--- src/rtl/display_scan_4dig.sv ---
// Four-digit multiplexed display scanner for a common-anode module feeding DecoBin_7seg.
// Frame-synchronous value commit, per-slot dead time and optional leading-zero blanking.
module display_scan_4dig #(
    parameter int N_REFRESH  = 100000,
    parameter int N_DEADTIME = 1000
) (
    input  logic        i_Clk,
    input  logic        i_Reset,
    input  logic [15:0] i_Valor,
    input  logic        i_Load,
    input  logic        i_Supr_Ceros,
    output logic [3:0]  o_Digito,
    output logic [3:0]  o_Anodos,
    output logic        o_Listo,
    output logic        o_Frame
);
    localparam int CW = $clog2(N_REFRESH);
    localparam logic [CW-1:0] C_LAST      = CW'(N_REFRESH - 1);
    localparam logic [CW-1:0] C_DEAD_LAST = CW'(N_DEADTIME - 1);

    typedef enum logic {S_DEAD = 1'b0, S_ON = 1'b1} state_t;

    state_t        r_state;
    state_t        w_state_nxt;
    logic [CW-1:0] r_cnt;
    logic [1:0]    r_idx;
    logic [15:0]   r_display;
    logic [15:0]   r_pending;
    logic          r_listo;
    logic          r_frame;
    logic [3:0]    r_digito;
    logic [3:0]    r_anodos;

    logic          w_wrap;
    logic          w_commit;
    logic [1:0]    w_idx_nxt;
    logic [15:0]   w_src;
    logic          w_suppr;
    logic [3:0]    w_anodos_nxt;
    logic [3:0]    w_digito_nxt;

    assign w_wrap    = (r_cnt == C_LAST);
    assign w_commit  = w_wrap && (r_idx == 2'd3);
    assign w_idx_nxt = r_idx + 2'd1;
    // The digit loaded on the commit edge must come from the value being committed.
    assign w_src     = w_commit ? r_pending : r_display;

    // State register
    always_ff @(posedge i_Clk or posedge i_Reset) begin
        if (i_Reset) r_state <= S_DEAD;
        else         r_state <= w_state_nxt;
    end

    // Next-state logic
    always_comb begin
        w_state_nxt = r_state;
        case (r_state)
            S_DEAD:  if (r_cnt == C_DEAD_LAST) w_state_nxt = S_ON;
            S_ON:    if (w_wrap)               w_state_nxt = S_DEAD;
            default: w_state_nxt = S_DEAD;
        endcase
    end

    always_comb begin
        w_suppr = 1'b0;
        case (r_idx)
            2'd1:    w_suppr = (r_display[15:4]  == 12'h000);
            2'd2:    w_suppr = (r_display[15:8]  == 8'h00);
            2'd3:    w_suppr = (r_display[15:12] == 4'h0);
            default: w_suppr = 1'b0;
        endcase
        w_suppr = w_suppr && i_Supr_Ceros;
    end

    // Output logic: the anode pattern is decided once at slot turn-on and then held.
    always_comb begin
        w_anodos_nxt = 4'b1111;
        if (w_state_nxt == S_ON) begin
            if (r_state == S_DEAD)
                w_anodos_nxt = w_suppr ? 4'b1111 : ~(4'b0001 << r_idx);
            else
                w_anodos_nxt = r_anodos;
        end
        w_digito_nxt = r_digito;
        if (w_wrap) begin
            case (w_idx_nxt)
                2'd0:    w_digito_nxt = w_src[3:0];
                2'd1:    w_digito_nxt = w_src[7:4];
                2'd2:    w_digito_nxt = w_src[11:8];
                default: w_digito_nxt = w_src[15:12];
            endcase
        end
    end

    always_ff @(posedge i_Clk or posedge i_Reset) begin
        if (i_Reset) begin
            r_cnt     <= '0;
            r_idx     <= 2'd0;
            r_display <= 16'h0000;
            r_pending <= 16'h0000;
            r_listo   <= 1'b1;
            r_frame   <= 1'b0;
            r_digito  <= 4'h0;
            r_anodos  <= 4'b1111;
        end else begin
            r_cnt    <= w_wrap ? '0 : r_cnt + 1'b1;
            r_frame  <= w_commit;
            r_digito <= w_digito_nxt;
            r_anodos <= w_anodos_nxt;
            if (w_wrap)
                r_idx <= w_idx_nxt;
            if (w_commit)
                r_display <= r_pending;
            if (i_Load) begin
                r_pending <= i_Valor;
                r_listo   <= 1'b0;
            end else if (w_commit) begin
                r_listo   <= 1'b1;
            end
        end
    end

    assign o_Digito = r_digito;
    assign o_Anodos = r_anodos;
    assign o_Listo  = r_listo;
    assign o_Frame  = r_frame;
endmodule

--- config.mk ---
export PLATFORM = sky130hd
export DESIGN_NAME = display_scan_4dig
export DESIGN_NICKNAME = d
export VERILOG_FILES = /design/src/rtl/display_scan_4dig.sv
export SDC_FILE = /design/constraint.sdc
export NUM_CORES = 1
export LEC_CHECK = 0
export CELL_PAD_IN_SITES_DETAIL_PLACEMENT = 1
export CELL_PAD_IN_SITES_GLOBAL_PLACEMENT = 2
export CORE_MARGIN = 2
export CORE_UTILIZATION = 34
export CTS_CLUSTER_DIAMETER = 150
export DETAILED_ROUTE_END_ITERATION = 8
export PLACE_DENSITY_LB_ADDON = 0.1
export SLEW_MARGIN = 5
export SYNTH_ARGS = -nofsm -noshare
export SYNTH_HDL_FRONTEND = slang
export SYNTH_SLANG_ARGS = --single-unit
--- constraint.sdc ---
create_clock -name i_Clk -period 2.1 [get_ports i_Clk]
set_input_delay 0.525 -clock i_Clk [delete_from_list [all_inputs] [get_ports i_Clk]]
set_output_delay 0.525 -clock i_Clk [all_outputs]
set_load 0.01 [all_outputs]
==> impl_metrics.csv <==
group,metric,value,unit
finish,synthToLayoutAreaGrowth,33.0,%
finish,final_cells,431,
floorplan,die_h,97.3,um
floorplan,row_count,34,
timing,hold_viol,0,
worst_hold_path,hp-start,"r_cnt[0]$_DFF_PP0_",
logic_synthesis,synth_top_area_cell,"dfrtp_1",
worst_setup_path,path_max_fanout,5,
clocking,clk_path_buf_depth,2,
logic_synthesis,synthTopCellsByArea,"dfrtp_1 48%, mux2_2 13%, dfstp_2 4.4%",
worst_setup_path,reg2reg_depth,6,
global_route,grt_antenna_before_repair,0,
clocking,cts_tree,"built",
run_status,violations,"setup timing",
finish,nFillCells,932,
timing,setup_viol_count_final,5,
route,wirelength,7060,um
timing,period_minus_slack,2.23,ns
run_status,outcome,"finished with violations",
pwr,p_leak,1.75,nW
global_route,grt_overflow,0,
worst_setup_path,critPathRequiredTime,2.32,ns
route,post_drt_wl_per_cell,16.4,um
clocking,clk_pin_slew,0.07,ns
logic_synthesis,syn_inst,248,
place,dpl.cell_count,408,
logic_synthesis,yosysTopAreaCellShare,48.2,%
logic_synthesis,yosysSeqAreaShare,52.6,%
place,gp_congestion,0.760,
timing,finalCritPeriodShare,106,%
logic_synthesis,synth_cell_types,42,
timing,drv_slew,0,
finish,final_cell_area,0.00394,mm^2
place,place_area,0.00361,mm^2
finish,seq_area,0.00156,mm^2
worst_setup_path,cp-start-kind,"flip-flop",
route,drc,0,
clocking,htree_num_levels,3,
timing,setup_tns,-0.402,ns
worst_setup_path,startpoint,"r_cnt[12]$_DFF_PP0_",
route,drt_iter0_drc,27,
finish,final_nets,346,
route,first_pass_iters,4,
timing,rsz0062_at_grt,"true",
worst_setup_path,criticalPathCategory,"flip-flop to flip-flop",
logic_synthesis,synthFlopType,"dfrtp_1",
route,viasPerCell,4.89,
clocking,clk_latency,0.34,ns
timing,slew-limit-headroom,69.4,%
finish,drive_above_1_share,35.6,%
route,vias,2107,
logic_synthesis,avgSynthCellArea,11.9,um^2
pwr,power.density,650,mW/mm^2
logic_synthesis,synth-seq-cells,62,
logic_synthesis,syn_nets,275,
pwr,power,2.56,mW
worst_hold_path,worstHoldPathType,"flip-flop to flip-flop",
clocking,root_buffer,"clkbuf_8",
route,ant_nets,0,
logic_synthesis,yosys_warnings,0,
floorplan,start_util,34.4,%
timing,worst_slew_pin_slew,0.455,ns
floorplan,core-area,0.00859,mm^2
floorplan,die_width,97.3,um
worst_setup_path,r2r-start,"r_cnt[12]$_DFF_PP0_",
floorplan,die_area,0.00947,mm^2
finish,antenna_cells,0,
pwr,vdd_drop_max,432,uV
global_route,grt_pass1_wl,11900,um
place,dp_hpwl,5260,um
worst_setup_path,arrival,2.45,ns
timing,fin_skew,0.00866,ns
global_route,globalRouteTotalUtil,16.0,%
logic_synthesis,synth_edf_count,0,
job,max_cap_viol_count,0,
worst_setup_path,endpoint_kind,"flip-flop",
clocking,cts_buffers,9,
logic_synthesis,async_flop_share,100,%
global_route,grt_pass1_vias,2298,
finish,multi_input_area,0.00137,mm^2
global_route,grt_start_max_net_pins,23,
clocking,clock-sinks,62,
timing,layout_setup_ws,-0.126,ns
floorplan,ios,30,
place,port_buffers,29,
logic_synthesis,synth_area,0.00296,mm^2
timing,fmax,0.449,GHz
worst_hold_path,min_path_cells,1,
-- flip-flops by register name (all words and copies together) (netlist names) --
register	cells
r_idx	2
o_Anodos	4
r_state	1
o_Listo	1
o_Digito	4
o_Frame	1
r_display	16
r_pending	16
r_cnt	17
-- critical path, cell delays in order (launching register included) --
cell and delay [ns]:
dfrtp_1 0.38, or4_4 0.58, nor4_4 0.36, buf_6 0.18
mux2_4 0.30, and2_4 0.14, a21bo_1 0.16
-- power breakdown --
part	total (mW)	internal, mW	switching (mW)
Sequential	1.25	1.23	0.0224
Combinational	0.112	0.0687	0.0431
Clock	1.20	0.728	0.471
Total	2.56	2.02	0.537
-- cells in the mapped netlist (3+ instances only) --
cell and n:
dfrtp_1 57, and2_1 5, ha_1 7, o2111ai_1 3
nor4_1 3, nand4_1 7, clkbuf_1 4, a31oi_1 3
nand3_1 10, a21bo_1 3, o21ai_0 4, mux2_1 3
xnor2_1 10, nor2_1 17, nand2_1 19, or4_1 3
mux2_2 34, inv_1 5, dfstp_2 5, xor2_1 6
a21oi_1 7, mux2i_1 4, buf_2 3
-- per-layer routing --
metal,vias to the layer above,track usage [%],routed length [um]
met5,-,0,0
met4,0,6.09,115
met2,27,26.4,3450
met1,1053,21.1,3340
li1,1017,-,-
met3,10,2.88,149
-- final timing paths --
kind	endpoint	slack [ns]
setup / recovery	o_Digito[1]$_DFFE_PP0N_	-0.13
hold / removal	r_cnt[0]$_DFF_PP0_	0.46
setup reg to reg	o_Digito[1]$_DFFE_PP0N_	-0.13
hold reg to reg	r_cnt[0]$_DFF_PP0_	0.46
max in group asynchronous	o_Listo$_DFFE_PP1P_	1.10
min in group asynchronous	r_pending[15]$_DFFE_PP0P_	0.47
-- logic make-up (layout without fill, tap and decap cells) --
| family | Yosys count | in the layout | synth area share, % |
|---|---|---|---|
| and+or+nand+nor | 82 | 82 | 15.1 |
| muxes | 41 | 41 | 15.4 |
| adders and majority gates | 7 | 7 | 2.96 |
| DFF | 62 | 62 | 52.6 |
| xor gates and xnor gates | 16 | 16 | 4.73 |
| buffers and inverters | 15 | 90 | 2.75 |
| AOI/OAI and AO/OA | 25 | 25 | 6.38 |
-- what timing repair did --
| item | CTS | global route |
|---|---|---|
| pin swaps | 2 | 4 |
| hold buffers | 0 | 0 |
| setup endpoints to repair | 22 | 19 |
| resized for setup | 8 | 10 |
| buffers inserted | 1 | 7 |
-- area by class of cell --
| type | count | share of cell area [%] |
|---|---|---|
| clock buffers | 12 | 3.94 |
| well taps | 108 | 3.43 |
| flip-flops and latches | 62 | 39.6 |
| clock inverters | 3 | 1.72 |
| inverters | 5 | 0.477 |
| multi-input cells | 171 | 34.8 |
| repair buffers | 70 | 16.0 |
-- stage by stage --
step | hold slack, ns | setup WS, ns | util [%]
floorplan | 0.425 | -0.145 | -
global placement | 0.449 | -0.264 | 42.0
detailed placement | 0.455 | -0.215 | 42.0
CTS | 0.462 | -0.140 | 44.9
finish | 0.459 | -0.126 | 45.8
global route | 0.474 | -0.195 | 45.8
-- cells in the final DEF, fill, tap and decap left out, types with 2 or more instances in the layout --
cell type,count
nor2_1,17
dfstp_2,5
a21oi_1,7
mux2_4,3
xor2_1,6
o21ai_0,2
and3_1,2
bufinv_16,2
xnor2_1,10
mux2_2,34
nand2_1,18
nand3_1,9
a31oi_1,2
and2_1,2
clkdlybuf4s50_1,29
and4_1,2
ha_1,7
nand4_1,7
or3_1,2
dfrtp_1,57
buf_12,2
a21bo_1,3
buf_4,36
o2111ai_1,3
or4_1,2
mux2i_1,4
nor4_1,3
and2_4,3
inv_1,4
clkbuf_8,11
nor2b_1,2
Note: power is estimated with default switching activity, not from simulation.
